`src/rtl/pwm_duty_decoder.sv`:
```
// ============================================================================
// Module      : pwm_duty_decoder
// Description : Measures an asynchronous PWM waveform and recovers its duty
//               cycle as a 0..99 step value. Periods outside the accepted
//               window raise period_err; a missing rising edge marks the
//               input stale.
// Revision    : 1.0 - initial release
// ============================================================================
`default_nettype none

module pwm_duty_decoder #(
  parameter int SYNC_STAGES    = 2,
  parameter int STEP_CYCLES    = 20000,
  parameter int MIN_PERIOD     = 1800000,
  parameter int MAX_PERIOD     = 2200000,
  parameter int TIMEOUT_CYCLES = 4000000
) (
  input  logic       clock,
  input  logic       reset,
  input  logic       pwm_in,
  output logic [6:0] duty,
  output logic       duty_valid,
  output logic       period_err,
  output logic       stale
);

  // A single-flop synchronizer is never acceptable, so smaller values are
  // raised to two.
  localparam int c_SYNC_N = (SYNC_STAGES < 2) ? 2 : SYNC_STAGES;
  localparam int c_PER_W  = $clog2(TIMEOUT_CYCLES + 1);
  localparam int c_STEP_W = (STEP_CYCLES > 1) ? $clog2(STEP_CYCLES) : 1;

  localparam logic [c_PER_W-1:0]  c_TIMEOUT   = c_PER_W'(TIMEOUT_CYCLES);
  localparam logic [c_PER_W-1:0]  c_MIN_PER   = c_PER_W'(MIN_PERIOD);
  localparam logic [c_PER_W-1:0]  c_MAX_PER   = c_PER_W'(MAX_PERIOD);
  localparam logic [c_PER_W-1:0]  c_PER_ONE   = c_PER_W'(1);
  localparam logic [c_STEP_W-1:0] c_STEP_LAST = c_STEP_W'(STEP_CYCLES - 1);
  localparam logic [6:0]          c_DUTY_MAX  = 7'd99;

  localparam logic [1:0] c_IDLE = 2'd0;
  localparam logic [1:0] c_HIGH = 2'd1;
  localparam logic [1:0] c_LOW  = 2'd2;

  logic [c_SYNC_N-1:0] r_sync;
  logic                r_prev;
  logic                r_rise;
  logic                r_fall;
  logic                w_rise_raw;
  logic                w_fall_raw;

  logic [1:0]          r_state;
  logic [c_PER_W-1:0]  r_per_cnt;
  logic [c_STEP_W-1:0] r_step_cnt;
  logic [6:0]          r_hi_steps;

  logic [c_PER_W-1:0]  w_per_next;
  logic                w_timeout;
  logic                w_in_range;

  assign w_rise_raw = r_sync[c_SYNC_N-1] & ~r_prev;
  assign w_fall_raw = ~r_sync[c_SYNC_N-1] & r_prev;

  // Period counter saturates so it can never wrap back into the valid window.
  assign w_per_next = (r_per_cnt == c_TIMEOUT) ? r_per_cnt : r_per_cnt + c_PER_ONE;
  assign w_timeout  = (r_per_cnt == c_TIMEOUT);
  assign w_in_range = (r_per_cnt >= c_MIN_PER) && (r_per_cnt <= c_MAX_PER);

  // Synchronize pwm_in and register the edge strobes the FSM consumes.
  always_ff @(posedge clock or negedge reset) begin
    if (!reset) begin
      r_sync <= '0;
      r_prev <= 1'b0;
      r_rise <= 1'b0;
      r_fall <= 1'b0;
    end else begin
      r_sync <= {r_sync[c_SYNC_N-2:0], pwm_in};
      r_prev <= r_sync[c_SYNC_N-1];
      r_rise <= w_rise_raw;
      r_fall <= w_fall_raw;
    end
  end

  // Measurement FSM: counts the period and high-time steps, publishes on the
  // rising edge that closes each period.
  always_ff @(posedge clock or negedge reset) begin
    if (!reset) begin
      r_state    <= c_IDLE;
      r_per_cnt  <= '0;
      r_step_cnt <= '0;
      r_hi_steps <= '0;
      duty       <= '0;
      duty_valid <= 1'b0;
      period_err <= 1'b0;
      stale      <= 1'b1;
    end else begin
      duty_valid <= 1'b0;
      period_err <= 1'b0;
      r_per_cnt  <= w_per_next;

      case (r_state)
        c_IDLE: begin
          if (r_rise) begin
            r_per_cnt  <= c_PER_ONE;
            r_step_cnt <= '0;
            r_hi_steps <= '0;
            r_state    <= c_HIGH;
          end
        end

        c_HIGH: begin
          if (w_timeout) begin
            // Constant-high input: keep the last duty, flag stale.
            stale   <= 1'b1;
            r_state <= c_IDLE;
          end else begin
            // The falling-edge cycle still counts as a high cycle.
            if (r_step_cnt == c_STEP_LAST) begin
              r_step_cnt <= '0;
              if (r_hi_steps != c_DUTY_MAX) begin
                r_hi_steps <= r_hi_steps + 7'd1;
              end
            end else begin
              r_step_cnt <= r_step_cnt + 1'b1;
            end
            if (r_fall) begin
              r_state <= c_LOW;
            end
          end
        end

        c_LOW: begin
          // A rise coinciding with the timeout is deliberately dropped.
          if (w_timeout) begin
            stale   <= 1'b1;
            r_state <= c_IDLE;
          end else if (r_rise) begin
            if (w_in_range) begin
              duty       <= r_hi_steps;
              duty_valid <= 1'b1;
              stale      <= 1'b0;
            end else begin
              period_err <= 1'b1;
            end
            // The closing edge also opens the next period.
            r_per_cnt  <= c_PER_ONE;
            r_step_cnt <= '0;
            r_hi_steps <= '0;
            r_state    <= c_HIGH;
          end
        end

        default: begin
          r_state <= c_IDLE;
        end
      endcase
    end
  end

endmodule

`default_nettype wire

```
`config.mk`:
```
export PLATFORM = sky130hd
export DESIGN_NAME = pwm_duty_decoder
export DESIGN_NICKNAME = d
export VERILOG_FILES = /design/src/rtl/pwm_duty_decoder.sv
export SDC_FILE = /design/constraint.sdc
export NUM_CORES = 1
export LEC_CHECK = 0
export CORE_ASPECT_RATIO = 0.8
export CORE_UTILIZATION = 35
export DETAILED_ROUTE_END_ITERATION = 7
export PLACE_DENSITY_LB_ADDON = 0.05
export SKIP_CTS_REPAIR_TIMING = 1
export SYNTH_ARGS = -nofsm -noshare
export SYNTH_HDL_FRONTEND = slang
export SYNTH_SLANG_ARGS = --single-unit
```
`constraint.sdc`:
```
create_clock -name clock -period 4.8 [get_ports clock]
set_input_delay 0.96 -clock clock [delete_from_list [all_inputs] [get_ports clock]]
set_output_delay 0.96 -clock clock [all_outputs]
set_load 0.03 [all_outputs]
```
==> out/results.ini, run 1 <==
[cts]
cts_root_buffer=clkbuf_16
htreeDepth=3
clk_pin_slew_ps=50
clkLatencyLatePin_ps=320
cts_tree=done
cts.path.max_buffers=2
numCtsBuffers=9
cts_sinks=61

[yosys]
synth_area_um2=3222
synth_cells=317
async_reset_ff_share_pct=100.0
seq_area_frac_synth_pct=47.42
synth_edf_count=0
ys_types=58
avgSynthCellArea_um2=10.16
yosys_register_bits=61
synth_fp_nets=324
synth_ff_type=dfrtp_1
yosys_warnings=0

[finish]
final_cell_mix=dfrtp_1, nor2_1, nand2_1, xnor2_1
drive_above_1_share_pct=10.88
num_antenna_cells=0
final_common_cell=dfrtp_1
nets=342
syn2layout_area_growth_pct=16.43

[status]
status=finished clean

[sta]
finClkSkew_ps=7.584
slew_headroom_pct=43.36
finalCriticalPeriod_ps=2523
rsz0062_at_grt=no
fin_crit_sh_pct=52.57
finalHoldViolCount=0
tightest_slew_ps=849.6
setup_viol=0
maxSlewViolCount=0
tns_ps=0
max_freq_ghz=0.3963

[worst_setup_path]
timing.rr.start=r_per_cnt[9]
path_max_fanout=17
rrSetupSlack_ps=2280
crit_type=reg2reg
crit_required_ps=4990
cp-end-kind=flip-flop
reg2reg_to=r_step_cnt[7]
cp.arrival_ps=2720
r2r_cells=6
start_kind=flip-flop

[floorplan]
die_area_um2=9596
rows=30
die_x_um=109.3
io_pins=13
die_h_um=87.82
coreArea_um2=8708
start_util_pct=37.00

[global_routing]
grt_usage_pct=16.50
antenna_found_initial=0
gr-total-overflow=0
grt_max_degree=32
grt_pass1_vias=2337
grt_pass1_wl_um=11990

[routing]
wl_per_cell_um=14.98
top_layer=met4
dr_wl_met2_um=2686
met3_wirelength_um=196
viasPerCell=5.153
drtIter0Drc=126
wl_met1_um=3815
dr.pass1.iters=4
drcViolationCount=0
vias=2329
ant_nets=0
routed_wirelength_um=6770

[flow_run]
drv_cap=0

[worst_hold_path]
min_to=r_sync[1]
min_path_cells=0
hold_class=reg2reg
min_from=r_sync[0]

[pwr]
design_power_total_w=0.001421
power.leakage_nw=1.594
peakVddDrop_uv=232.0
power_density_nw_per_um2=378.7

[placed_design]
post-dp-hpwl_um=4707
gp_congestion=0.7341
port_buffers=12

==> registers in the layout (all words and copies together), names as in the netlist <==
register,cells
duty,7
period_err,1
r_prev,1
duty_valid,1
r_per_cnt,22
stale,1
r_fall,1
r_sync,2
r_rise,1
r_hi_steps,7
r_state,2
r_step_cnt,15
==> stage by stage <==
stage	worst slack (ps)	instances	instance area, um^2	hold slack [ps]	util, %
CTS	2265	452	3751	349.4	43.07
global placement	2301	436	3457	336.0	39.70
detailed placement	2274	436	3457	338.7	39.70
floorplan	2791	317	3222	331.2	-
global route	2023	452	3751	351.2	43.07
finish	2277	452	3751	345.7	43.07
==> layer usage <==
layer  global-route usage [%]  up-vias
met5                        0        -
met4                    5.091        0
met3                    5.134        7
met2                    22.24       20
met1                    24.79     1129
li1                         -     1173
==> critical path: stages, from the launching register on <==
cell and delay [ps]:
dfrtp_1 460, nor3_1 270, nand4_1 300, o31ai_4 820, a2111oi_0 280, xnor2_1 210
nor2_1 50
==> worst max path at each step <==
stage | from | end | depth (start not counted)
after floorplan | r_per_cnt[4] | duty[0] | 6
after global placement | r_per_cnt[9] | r_step_cnt[13] | 6
after detailed placement | r_per_cnt[9] | r_step_cnt[7] | 6
after CTS | r_per_cnt[9] | r_step_cnt[7] | 6
after global routing | r_per_cnt[9] | r_step_cnt[7] | 6
final | r_per_cnt[9] | r_step_cnt[7] | 6
==> synthesized netlist by cell type, drive strengths merged (6+ instances only) <==
cell / number / area [um^2]
and3: 11 / 68.82
nand3: 16 / 105.1
nor3: 6 / 30.03
xnor2: 21 / 183.9
inv: 8 / 30.03
dfrtp: 60 / 1501
nand4: 7 / 43.79
nor2: 39 / 146.4
a21oi: 15 / 101.4
xor2: 10 / 87.58
mux2: 7 / 78.83
o21ai: 16 / 83.83
nand2: 29 / 108.9
==> report_power, final <==
| group | internal, W | switching (W) | total [W] | leakage, nW |
|---|---|---|---|---|
| Clock | 0.000414 | 0.000220 | 0.000633 | 0.143 |
| Sequential | 0.000551 | 0.0000433 | 0.000594 | 0.829 |
| Combinational | 0.0000675 | 0.000125 | 0.000193 | 0.622 |
==> final cells by class <==
type	instances	area, um^2
Fill cell	864	4957
Multi-Input combinational cell	241	1629
Sequential cell	61	1528
Clock buffer	12	246.5
Tap cell	112	140.1
Timing Repair Buffer	14	130.1
Clock inverter	4	47.55
Inverter	8	30.03
==> cell families after synthesis <==
group / Yosys count / synth area share [%]
muxes: 7 / 2.447
xor gates and xnor gates: 31 / 8.427
and+or+nand+nor: 141 / 24.00
AOI/OAI and AO/OA: 58 / 14.14
buffers and inverters: 15 / 2.019
adders and majority gates: 4 / 1.553
DFF: 61 / 47.42
Note: power is estimated with default switching activity, not from simulation.
==> run 2, diff against run 1 <==
==> constraint.sdc (replaced) <==
create_clock -name clock -period 2.5 [get_ports clock]
set_input_delay 0.5 -clock clock [delete_from_list [all_inputs] [get_ports clock]]
set_output_delay 0.5 -clock clock [all_outputs]
set_load 0.03 [all_outputs]
==> run 2 against run 1 <==
Effect of this change:
- clock skew grew 3.1 ps
- critical path depth grew 1
- first-iteration DRC count grew 13%
- die area is the same
==> out/results.ini, run 2 (synthesized netlist as in run 1, its figures left out) <==
[global_routing]
antenna_found_initial=0  ; unchanged
grt_pass1_wl_um=11830  ; -1.3%
grt_max_degree=39  ; +22%
grt_pass1_vias=2212  ; -5.3%
grt_usage_pct=16.42  ; -0.075 points
gr-total-overflow=0  ; unchanged

[cts]
cts.path.max_buffers=2  ; unchanged
clkLatencyLatePin_ps=330  ; about the same
cts_root_buffer=clkbuf_16
htreeDepth=3  ; unchanged
clk_pin_slew_ps=50  ; about the same
numCtsBuffers=9  ; unchanged
cts_tree=done
cts_sinks=61  ; unchanged

[pwr]
internal_power_w=0.001928  ; +87%
peakVddDrop_uv=369.7  ; +59%
power.switching_w=0.0007452  ; +92%
combPwrFrac_pct=14.8  ; +1.2 points
clock_power_share_pct=42.5  ; -2.1 points
power.leakage_nw=1.628  ; +2.2%
power_switching_share_pct=27.88  ; +0.55 points
power_frac_seq_pct=42.7  ; +0.9 points
power_density_nw_per_um2=704.1  ; +86%

[sta]
fin_crit_sh_pct=89.32  ; +37 points
finalCriticalPeriod_ps=2233  ; -290.1 ps
max_freq_ghz=0.4478  ; +13%
maxSlewViolCount=0  ; unchanged
tns_ps=0  ; unchanged
finalHoldViolCount=0  ; unchanged
tightest_slew_ps=627.4  ; -222.3 ps
slew_headroom_pct=57.09  ; +14 points
rsz0062_at_grt=no
setup_viol=0  ; unchanged
finClkSkew_ps=10.64  ; +3.058 ps

[placed_design]
numPlacedInstances=443  ; +1.6%
post-dp-hpwl_um=4776  ; +1.5%
gp_congestion=0.8093  ; +10%
port_buffers=12  ; unchanged

[floorplan]
die_x_um=109.3  ; unchanged
start_util_pct=37.00  ; unchanged
die_h_um=87.82  ; unchanged
coreArea_um2=8708  ; unchanged
io_pins=13  ; unchanged
rows=30  ; unchanged
die_area_um2=9596  ; unchanged

[worst_setup_path]
cp-end-kind=flip-flop
cp.arrival_ps=2430  ; -290 ps
crit_slowest_cell=o31ai_4
crit_required_ps=2700  ; -2290 ps
start_kind=flip-flop
rrSetupSlack_ps=270  ; -2010 ps
cp_cell_sequence=nor3_1 > nand4_1 > o31ai_4 > buf_4 > a21oi_2 > xnor2_1 > nor2_1
crit_family=compound AO/OA/AOI/OAI gates
critPathMaxStageDelay_ps=560  ; -260 ps
crit_type=reg2reg
path_max_fanout=11  ; -6
critPathBufInv=1  ; +1

[finish]
syn2layout_area_growth_pct=17.83
final_common_cell=dfrtp_1
largest_reg_flops=22  ; unchanged
nets=349  ; +2.0%
regMostFlops=r_per_cnt
fin_cells=459  ; +1.5%
final_cell_mix=dfrtp_1, nor2_1, nand2_1, xnor2_1
reg_top3=r_per_cnt: 22 flops, r_step_cnt: 15 flops
drive_above_1_share_pct=12.39  ; +1.5 points
num_antenna_cells=0  ; unchanged

[routing]
wl_per_cell_um=15.06  ; +0.57%
routed_wirelength_um=6914  ; +2.1%
drtIter0Drc=143  ; +13%
vias=2372  ; +1.8%
viasPerCell=5.168  ; +0.29%
ant_nets=0  ; unchanged
drcViolationCount=0  ; unchanged
dr.pass1.iters=4  ; unchanged

[status]
status=finished clean

[flow_run]
drv_cap=0  ; unchanged

[worst_hold_path]
hold_class=in2async

-- run 2: path summary, 6_finish.rpt --
path,start,endpoint,cells past startpoint
worst max-delay path,r_per_cnt[9],r_hi_steps[5],7
worst min-delay path,reset,r_per_cnt[19],1
worst max register to register,r_per_cnt[9],r_hi_steps[5],7
worst min register to register,r_sync[0],r_sync[1],0
max in group asynchronous,reset,r_per_cnt[7],2
min in group clock,r_sync[0],r_sync[1],0
-- run 2: layout make-up --
type                            instances  area, um^2
Fill cell                             857        4912
Multi-Input combinational cell        241        1629
Sequential cell                        61        1528
Clock buffer                           14       264.0
Timing Repair Buffer                   21       195.2
Tap cell                              112       140.1
Inverter                                8       30.03
Clock inverter                          2       10.01
-- run 2: metal layers --
metal | track usage (%) | vias up | share of wire [%]
met5 | 0 | - | 0
met4 | 5.818 | 0 | 1.4
met3 | 4.985 | 9 | 3.0
met2 | 21.50 | 36 | 40
met1 | 25.00 | 1143 | 56
li1 | - | 1184 | -
-- run 2: worst reg2reg max path: stages, from the launching register on --
cell and delay [ps]:
dfrtp_1 460, nor3_1 270, nand4_1 300, o31ai_4 560
buf_4 270, a21oi_2 70, xnor2_1 140, nor2_1 50
-- run 2: through the flow --
step                      total power (W)  hold WS [ps]  util, %  worst slack, ps  cell area [um^2]
after floorplan                  0.001417         204.4        -            491.4              3222
final                            0.002673         163.5    43.59            266.9              3796
after CTS                        0.002711         179.1    43.59            253.5              3796
after detailed placement         0.001559         343.4    40.45            279.1              3522
after global routing             0.002819         207.1    43.59            49.48              3796
after global placement           0.001556         336.6    40.45            304.9              3522
-- run 2: power by group through the flow --
stage / clock, W / combinational (W) / sequential [W]
finish: 0.00114 / 0.000397 / 0.00114
global route: 0.00121 / 0.000454 / 0.00115
CTS: 0.00117 / 0.000404 / 0.00114
detailed placement: 0 / 0.000403 / 0.00116
global placement: 0 / 0.000399 / 0.00116
floorplan: 0 / 0.000280 / 0.00114
